## src/rtl/seg7_scan_display_pkg.sv

```systemverilog
// Shared constants, output bundle and helpers for the 4-digit
// multiplexed 7-segment display stage.
package seg7_scan_display_pkg;

    localparam logic [6:0] SEG_BLANK = 7'h7F;
    localparam logic [3:0] GA_OFF    = 4'hF;
    localparam int         DIGITS    = 4;
    localparam int         IDX_W     = $clog2(DIGITS);

    // Active-low {g,f,e,d,c,b,a} patterns for 0..F
    localparam logic [6:0] HEX2SEG [16] = '{
        7'h40, 7'h79, 7'h24, 7'h30,
        7'h19, 7'h12, 7'h02, 7'h78,
        7'h00, 7'h10, 7'h08, 7'h03,
        7'h46, 7'h21, 7'h06, 7'h0E
    };

    typedef struct packed {
        logic [6:0] seg;
        logic [3:0] ga;
        logic       frame_done;
    } disp_out_t;

    localparam disp_out_t OUT_RST = '{
        seg:        SEG_BLANK,
        ga:         GA_OFF,
        frame_done: 1'b0
    };

    // Digit i is a leading zero when every nibble from i upward is 0
    function automatic logic lead_zero(
        input logic [15:0]      v,
        input logic [IDX_W-1:0] i
    );
        logic [15:0] hi;
        hi = v >> {i, 2'b00};
        return (i != '0) && (hi == 16'h0000);
    endfunction

endpackage

```

## src/rtl/seg7_scan_display_if.sv

```systemverilog
// Host-side bus of the display stage: value/strobe controls in,
// active-low segment/anode drive and frame pulse out.
interface seg7_scan_display_if;

    logic        enable;
    logic [15:0] data_in;
    logic        load;
    logic        blank_lz;
    logic [6:0]  seg;
    logic [3:0]  ga;
    logic        frame_done;

    modport master (
        output enable, data_in, load, blank_lz,
        input  seg, ga, frame_done
    );

    modport slave (
        input  enable, data_in, load, blank_lz,
        output seg, ga, frame_done
    );

endinterface

```

## src/rtl/seg7_scan_display_hex_to_seg7.sv

```systemverilog
// Combinational hex nibble to active-low 7-segment pattern.
module hex_to_seg7
    import seg7_scan_display_pkg::*;
(
    input  logic [3:0] digit,
    output logic [6:0] seg
);

    assign seg = HEX2SEG[digit];

endmodule

```

## src/rtl/seg7_scan_display.sv

```systemverilog
// Time-multiplexed 4-digit hex display with a double-buffered value
// that only swaps at frame boundaries, so digits never tear.
module seg7_scan_display
    import seg7_scan_display_pkg::*;
#(
    parameter int PRESCALE = 50000,
    parameter int CNT_W    = 16
) (
    input  logic                clock,
    input  logic                reset,
    seg7_scan_display_if.slave  bus
);

    localparam logic [CNT_W-1:0] CNT_MAX = CNT_W'(PRESCALE - 1);
    localparam logic [IDX_W-1:0] IDX_MAX = IDX_W'(DIGITS - 1);

    logic [CNT_W-1:0] cnt;
    logic [IDX_W-1:0] idx;
    logic [15:0]      shadow;
    logic [15:0]      disp;
    logic             pending;
    disp_out_t        out_q;

    logic       tick;
    logic       boundary;
    logic [3:0] nibble;
    logic [6:0] dec;
    logic       dark;

    assign tick     = bus.enable && (cnt == CNT_MAX);
    assign boundary = tick && (idx == IDX_MAX);
    assign nibble   = disp[{idx, 2'b00} +: 4];
    assign dark     = bus.blank_lz && lead_zero(disp, idx);

    hex_to_seg7 u_dec (
        .digit (nibble),
        .seg   (dec)
    );

    always_ff @(posedge clock) begin
        if (reset) begin
            cnt     <= '0;
            idx     <= '0;
            shadow  <= '0;
            disp    <= '0;
            pending <= 1'b0;
            out_q   <= OUT_RST;
        end else begin
            if (tick) begin
                cnt <= '0;
                idx <= idx + 1'b1;
            end else if (bus.enable) begin
                cnt <= cnt + 1'b1;
            end

            if (bus.load) begin
                shadow  <= bus.data_in;
                pending <= 1'b1;
            end

            // Same-cycle load bypasses the shadow so it is not a frame late
            if (boundary) begin
                pending <= 1'b0;
                if (bus.load)
                    disp <= bus.data_in;
                else if (pending)
                    disp <= shadow;
            end

            out_q.frame_done <= boundary;

            if (bus.enable) begin
                out_q.ga  <= ~(4'b0001 << idx);
                out_q.seg <= dark ? SEG_BLANK : dec;
            end else begin
                out_q.ga  <= GA_OFF;
                out_q.seg <= SEG_BLANK;
            end
        end
    end

    assign bus.seg        = out_q.seg;
    assign bus.ga         = out_q.ga;
    assign bus.frame_done = out_q.frame_done;

endmodule
```

## src/flat_wrapper.sv

```systemverilog
// flat-port wrapper written by rule: the top's interface ports become plain ports
module seg7_scan_display_flat import seg7_scan_display_pkg::*;
#(
    parameter int PRESCALE = 50000,
    parameter int CNT_W    = 16
)
  (clock, reset, bus_enable, bus_data_in, bus_load, bus_blank_lz, bus_seg, bus_ga, bus_frame_done);
  seg7_scan_display_if bus_i ();
  input  logic clock;
  input  logic reset;
  input wire logic [$bits(bus_i.enable)-1:0] bus_enable;
  input wire logic [$bits(bus_i.data_in)-1:0] bus_data_in;
  input wire logic [$bits(bus_i.load)-1:0] bus_load;
  input wire logic [$bits(bus_i.blank_lz)-1:0] bus_blank_lz;
  output wire logic [$bits(bus_i.seg)-1:0] bus_seg;
  output wire logic [$bits(bus_i.ga)-1:0] bus_ga;
  output wire logic [$bits(bus_i.frame_done)-1:0] bus_frame_done;
  assign bus_i.enable = bus_enable;
  assign bus_i.data_in = bus_data_in;
  assign bus_i.load = bus_load;
  assign bus_i.blank_lz = bus_blank_lz;
  assign bus_seg = bus_i.seg;
  assign bus_ga = bus_i.ga;
  assign bus_frame_done = bus_i.frame_done;
  seg7_scan_display #(.PRESCALE(PRESCALE), .CNT_W(CNT_W)) u_core (.clock(clock), .reset(reset), .bus(bus_i));
endmodule
```

## config.mk

```make
export PLATFORM = sky130hd
export DESIGN_NAME = seg7_scan_display_flat
export DESIGN_NICKNAME = d
export VERILOG_FILES = /design/src/rtl/seg7_scan_display_pkg.sv /design/src/rtl/seg7_scan_display_if.sv /design/src/rtl/seg7_scan_display_hex_to_seg7.sv /design/src/rtl/seg7_scan_display.sv /design/src/flat_wrapper.sv
export SDC_FILE = /design/constraint.sdc
export NUM_CORES = 1
export LEC_CHECK = 0
export BUFFER_PORTS_ARGS = -buffer_cell sky130_fd_sc_hd__buf_2
export CAP_MARGIN = 10
export CORE_ASPECT_RATIO = 1.75
export CORE_MARGIN = 3
export CORE_UTILIZATION = 48
export DETAILED_ROUTE_END_ITERATION = 12
export PLACE_DENSITY = 0.68
export SETUP_SLACK_MARGIN = 0.05
export SKIP_CTS_REPAIR_TIMING = 1
export SLEW_MARGIN = 20
export SYNTH_ARGS = -nofsm -noshare
export SYNTH_HDL_FRONTEND = slang
export SYNTH_HIERARCHICAL = 1
export SYNTH_SLANG_ARGS = --single-unit
```

## constraint.sdc

```tcl
create_clock -name clock -period 2.7 [get_ports clock]
set_input_delay 0.54 -clock clock [delete_from_list [all_inputs] [get_ports clock]]
set_output_delay 0.54 -clock clock [all_outputs]
set_load 0.01 [all_outputs]
```

# Yosys cells after proc, flatten, opt, wreduce, memory -nomap -nowiden
# Memories as Yosys holds them, arrays and structs flattened. A register that Yosys moved wholly into a read port is not among the register bits.
# Cells that the tools add are included.
dict set report word_totals {
  mem_count 1
  word_cells 32
  input_bits 21
  out_inout_bits 12
  rom_bits 112
  reg_bits 56
}
# name depth width rd rd_ports_with_merged_regs wr line
set memory_table {}
lappend memory_table {{(no name shown)} 16 7 1 1 0 seg7_scan_display_hex_to_seg7.sv:9} ;# assign seg = HEX2SEG[digit];
dict set report op_classes {
  n_bitwise 3
  shift 3
  muxes 2
  addsub 2
  n_eq_ne 2
  reduce_logical 12
}
# operator n
set op_table {}
lappend op_table {{2-to-1 mux 16 bit} 2}
lappend op_table {{adder 16 x 1 -> 16 bit, second input constant} 1}
lappend op_table {{equality test 16 bit, second input constant} 1}
lappend op_table {{zero test 16 bit} 1}
lappend op_table {{variable part select 16 x 5 -> 4 bit} 1}
lappend op_table {{>> shifter 16 x 4 -> 16 bit} 1}
lappend op_table {{OR reduction 2 bit} 3}
lappend op_table {{inverter 4 -> 5 bit} 1}
lappend op_table {{logical AND 1 bit} 4}
lappend op_table {{inverter 4 bit} 1}
lappend op_table {{nonzero test 2 bit} 2}
lappend op_table {{<< shifter 1 x 2 -> 4 bit, first input constant} 1}
lappend op_table {{OR reduction 3 bit} 1}
lappend op_table {{adder 2 x 1 -> 2 bit, second input constant} 1}
lappend op_table {{equality test 2 bit, second input constant} 1}
lappend op_table {{AND reduction 2 bit} 1}
lappend op_table {{inverter 1 bit} 1}

# Logic depth before layout (Yosys ltp)
dict set report logic_depth {
  ltp_word 5
  depth_mapped 9
}

# By module
# The synthesis kept the hierarchy.
# module seq_area_each_um2 cells_per_inst n_inst area_each_um2
set modules_own_cells {}
lappend modules_own_cells {seg7_scan_display 1261.2 254 1 2683.8}
lappend modules_own_cells {hex_to_seg7 0.0 33 1 269.0}

# Worst setup path before layout
# Ideal clock, no wire load.
dict set report synth_timing {
  path_kind {register to register}
  start {reg u_core.idx[0]}
  end {reg, netlist name u_core/bus.seg[3]}
  required_ns 2.568
  slack_ns 0.534
  setup_time_ns 0.132
  n_path_buf 1
  arrival_ns 2.034
  path_stages_with_launch 9
  cell_sequence {dfxtp_1 -> buf_2 -> mux4_2 -> inv_1 -> ha_1 -> inv_1 -> mux4_2 -> nor2_1 -> o21ai_0}
}
# item line
set synth_lines {}
lappend synth_lines {{start: declaration} seg7_scan_display.sv:18} ;# logic [IDX_W-1:0] idx;
lappend synth_lines {{start signal: assignment} seg7_scan_display.sv:51} ;# idx <= idx + 1'b1;
lappend synth_lines {{variable part select 16 x 5 -> 4 bit} seg7_scan_display.sv:32} ;# assign nibble = disp[{idx, 2'b00} +: 4];
lappend synth_lines {{net u_core.nibble[0]} seg7_scan_display.sv:26} ;# logic [3:0] nibble;
lappend synth_lines {{inverter 4 -> 5 bit (not written as such)} seg7_scan_display_hex_to_seg7.sv:9}
# The timed path passes the listed nets, and every way through them passes these cells.
# A chain may end at the register's enable or synchronous reset.

# Final worst setup path
dict set report layout_timing {
  start {reg u_core.idx[0]}
  end {reg, netlist name u_core/bus.seg[3]}
}
# item line
set layout_lines {}
lappend layout_lines {{variable part select 16 x 5 -> 4 bit} seg7_scan_display.sv:32}
lappend layout_lines {{net u_core.nibble[0]} seg7_scan_display.sv:26}
lappend layout_lines {{inverter 4 -> 5 bit (not written as such)} seg7_scan_display_hex_to_seg7.sv:9}
# The timed path passes the listed nets, and every way through them passes these cells.

==> impl_metrics.ini <==
[outcome]
outcome = finished clean

[synthesis]
yosys_warnings = 6
synth_top_family_by_area = simple AND/OR/NAND/NOR gates
yosys.area.top_type_share_pct = 42.7
synth_edf_count = 0
synth_ff_type = dfxtp_1
synthMuxAreaShare_pct = 19.3
synth_cells = 287
netlist_area_sq_um = 2950
syn-num-nets = 320
yosysUniqueCellTypes = 39
ys_ff_latch = 63
synth_compound_area_share_pct = 5.30
async_flop_share_pct = 0
synth-simple-area-share_pct = 20.0
synth_fa_ha_area_share_pct = 5.08
synthXorXnorAreaFrac_pct = 2.97
ys_seq_area_share_pct = 42.7
synth.area.top_cells = dfxtp_1 (43%), mux2i_1 (8.1%), nor2_1 (5.5%), ha_1 (5.1%), mux2_4 (5.1%)
synth.avg_cell_area_sq_um = 10.3
yosysTopAreaCell = dfxtp_1

[worst_setup_path]
path_max_fanout = 10
crit_start = u_core/idx[0]
r2r_end = u_core/bus.seg[3]
crit_path_start_kind = flop
crit_path_end = u_core/bus.seg[3]
r2r_slack_ns = 0.35
critical_path_class = flop to flop
worstRegToRegCells = 7
crit_required_ns = 2.90
cp.arrival_ns = 2.55
r2r-start = u_core/idx[0]
critPathCaptureType = flop

[timing]
setup_violations = 0
fin_crit_sh_pct = 86.9
slew_viol_final = 0
max_clock_freq_mhz = 426
min_period_ns = 2.35
worst_clock_skew_ns = 0.00815
max_slew_margin_pct = 62.4
tightest_slew_ns = 0.564
rsz0062_at_grt = false
tns_ns = 0
hold_violations = 0

[final_layout]
synthToLayoutAreaGrowth_pct = 12.1
antennaDiodeCount = 0
drive_gt1_share_pct = 23.3
postLayoutCellArea_sq_um = 3310
nets = 351
utilization_pct = 55.9

[route]
wl_met2_microns = 3170
routed_via_density = 5.19
wl_met1_microns = 2150
drc_errors = 0
routed_wl_microns = 5580
vias = 2074
drt_iter0_markers = 72
drt_pass1_iterations = 5
avgRoutedWirePerCell_microns = 14.0
drtAntennaViolNets = 0
wl_met3_microns = 150
highest_layer = met4

[grt]
antenna_found_initial = 0
grt_usage_pct = 17.4
grt_pass1_vias = 2112
grt_overflow_total = 0
grt_pass1_wl_microns = 9320
grt_max_degree = 24

[floorplanning]
initial_core_util_pct = 49.8
coreArea_sq_um = 5930
placementRows = 37
io_pins = 33
die_x_microns = 65.3
die_area_sq_um = 7170
dieHeight_microns = 110

[placement]
dp_hpwl_microns = 4190
io_buffer_count = 32
placed_area_sq_um = 3130
place.gp.congestion = 0.755

[clocking]
numCtsBuffers = 9
cts_tree = built
clk_pin_slew_ns = 0.07
cts.sinks = 63
clockBufferDepth = 2
root_buffer = clkbuf_8
h-tree-depth = 3
clock_latency_ns = 0.33

[power_and_ir_drop]
p_leak_nw = 1.38
power_density_nw_per_um2 = 540
peakVddDrop_mv = 0.332

[worst_hold_path]
min-delay-path-class = primary input to flop

[flow_run]
drv_cap = 0
[cells in the final DEF (no fill, tap or decap), types with 6 or more instances in the layout]
cell type	synthesis	final
nor2_1	43	43
o21ai_0	12	12
buf_2	2	32
clkbuf_8	0	12
a21oi_1	9	9
mux2i_1	24	24
nand3_1	6	6
nand2_1	10	10
inv_1	8	8
nor2b_1	17	17
ha_1	12	12
dfxtp_1	63	63
mux2_4	10	10
mux2_2	6	6
[power breakdown]
part           switching (mW)  internal, mW
logic                  0.0492        0.0380
registers             0.00798         0.953
clock network           0.339         0.400
[per-stage QoR]
| step | hold slack (ns) | total power, mW | std cells | setup WS [ns] |
|---|---|---|---|---|
| floorplan | 0.448 | 1.04 | 287 | 0.534 |
| global placement | 0.472 | 1.07 | 385 | 0.344 |
| detailed placement | 0.492 | 1.07 | 385 | 0.284 |
| CTS | 0.478 | 1.81 | 400 | 0.316 |
| global route | 0.505 | 1.86 | 400 | 0.140 |
| finish | 0.489 | 1.79 | 400 | 0.355 |
[cell usage after synthesis (all sizes together) (2+ instances only)]
| cell | count |
|---|---|
| inv | 8 |
| mux2i | 24 |
| ha | 12 |
| clkbuf | 7 |
| a21oi | 9 |
| o211ai | 2 |
| or2b | 2 |
| nor4 | 3 |
| mux4 | 5 |
| and2 | 2 |
| or3 | 5 |
| mux2 | 16 |
| and4 | 3 |
| nand3 | 6 |
| nor4b | 2 |
| nand4 | 4 |
| nand2b | 2 |
| dfxtp | 63 |
| xor2 | 5 |
| nand2 | 10 |
| o21ai | 14 |
| nor2 | 43 |
| or4 | 3 |
| nor3 | 2 |
| buf | 8 |
| xnor2 | 5 |
| nor2b | 17 |
[routing by layer]
layer,vias to the layer above,global-route usage [%]
met5,-,0
li1,1051,-
met1,987,16.9
met2,29,33.1
met3,7,3.99
met4,0,9.20
[sequential cells by signal, indices dropped and copies added, names as in the netlist]
signal                 cells
u_core/pending             1
u_core/disp               16
u_core/bus.seg             7
u_core/bus.ga              4
u_core/idx                 2
u_core/cnt                16
u_core/shadow             16
u_core/bus.frame_done      1
[worst max-delay path, stage by stage (launching register included)]
cell and delay, ns:
dfxtp_1 0.57, mux4_2 0.66, inv_1 0.16, ha_1 0.16, inv_1 0.05, mux4_2 0.44
nor2_1 0.10, o21ai_0 0.08
[cells by family after synthesis]
kind of cell / Yosys count
flip-flops: 63
adder cells (fa/ha/maj): 12
XOR/XNOR: 10
AO/OA/AOI/OAI: 28
AND/OR/NAND/NOR: 106
buffers and inverters: 23
multiplexers: 45
[worst min-delay path by stage]
stage,startpoint,cells past startpoint,to
floorplan,u_core/cnt[15],2,u_core/cnt[15]
global placement,u_core/cnt[15],2,u_core/cnt[15]
detailed placement,u_core/cnt[15],2,u_core/cnt[15]
CTS,bus_data_in[13],3,u_core/shadow[13]
global route,bus_data_in[13],3,u_core/shadow[13]
finish,bus_data_in[0],3,u_core/shadow[0]
[layout make-up]
type                            instances  area [sq um]
Fill cell                             567          2620
Multi-Input combinational cell        201          1560
Sequential cell                        63          1260
Timing Repair Buffer                   35           183
Clock buffer                           12           165
Tap cell                               78          97.6
Inverter                                8          30.0
Clock inverter                          3          17.5
Power figures use the tool's default switching activity.
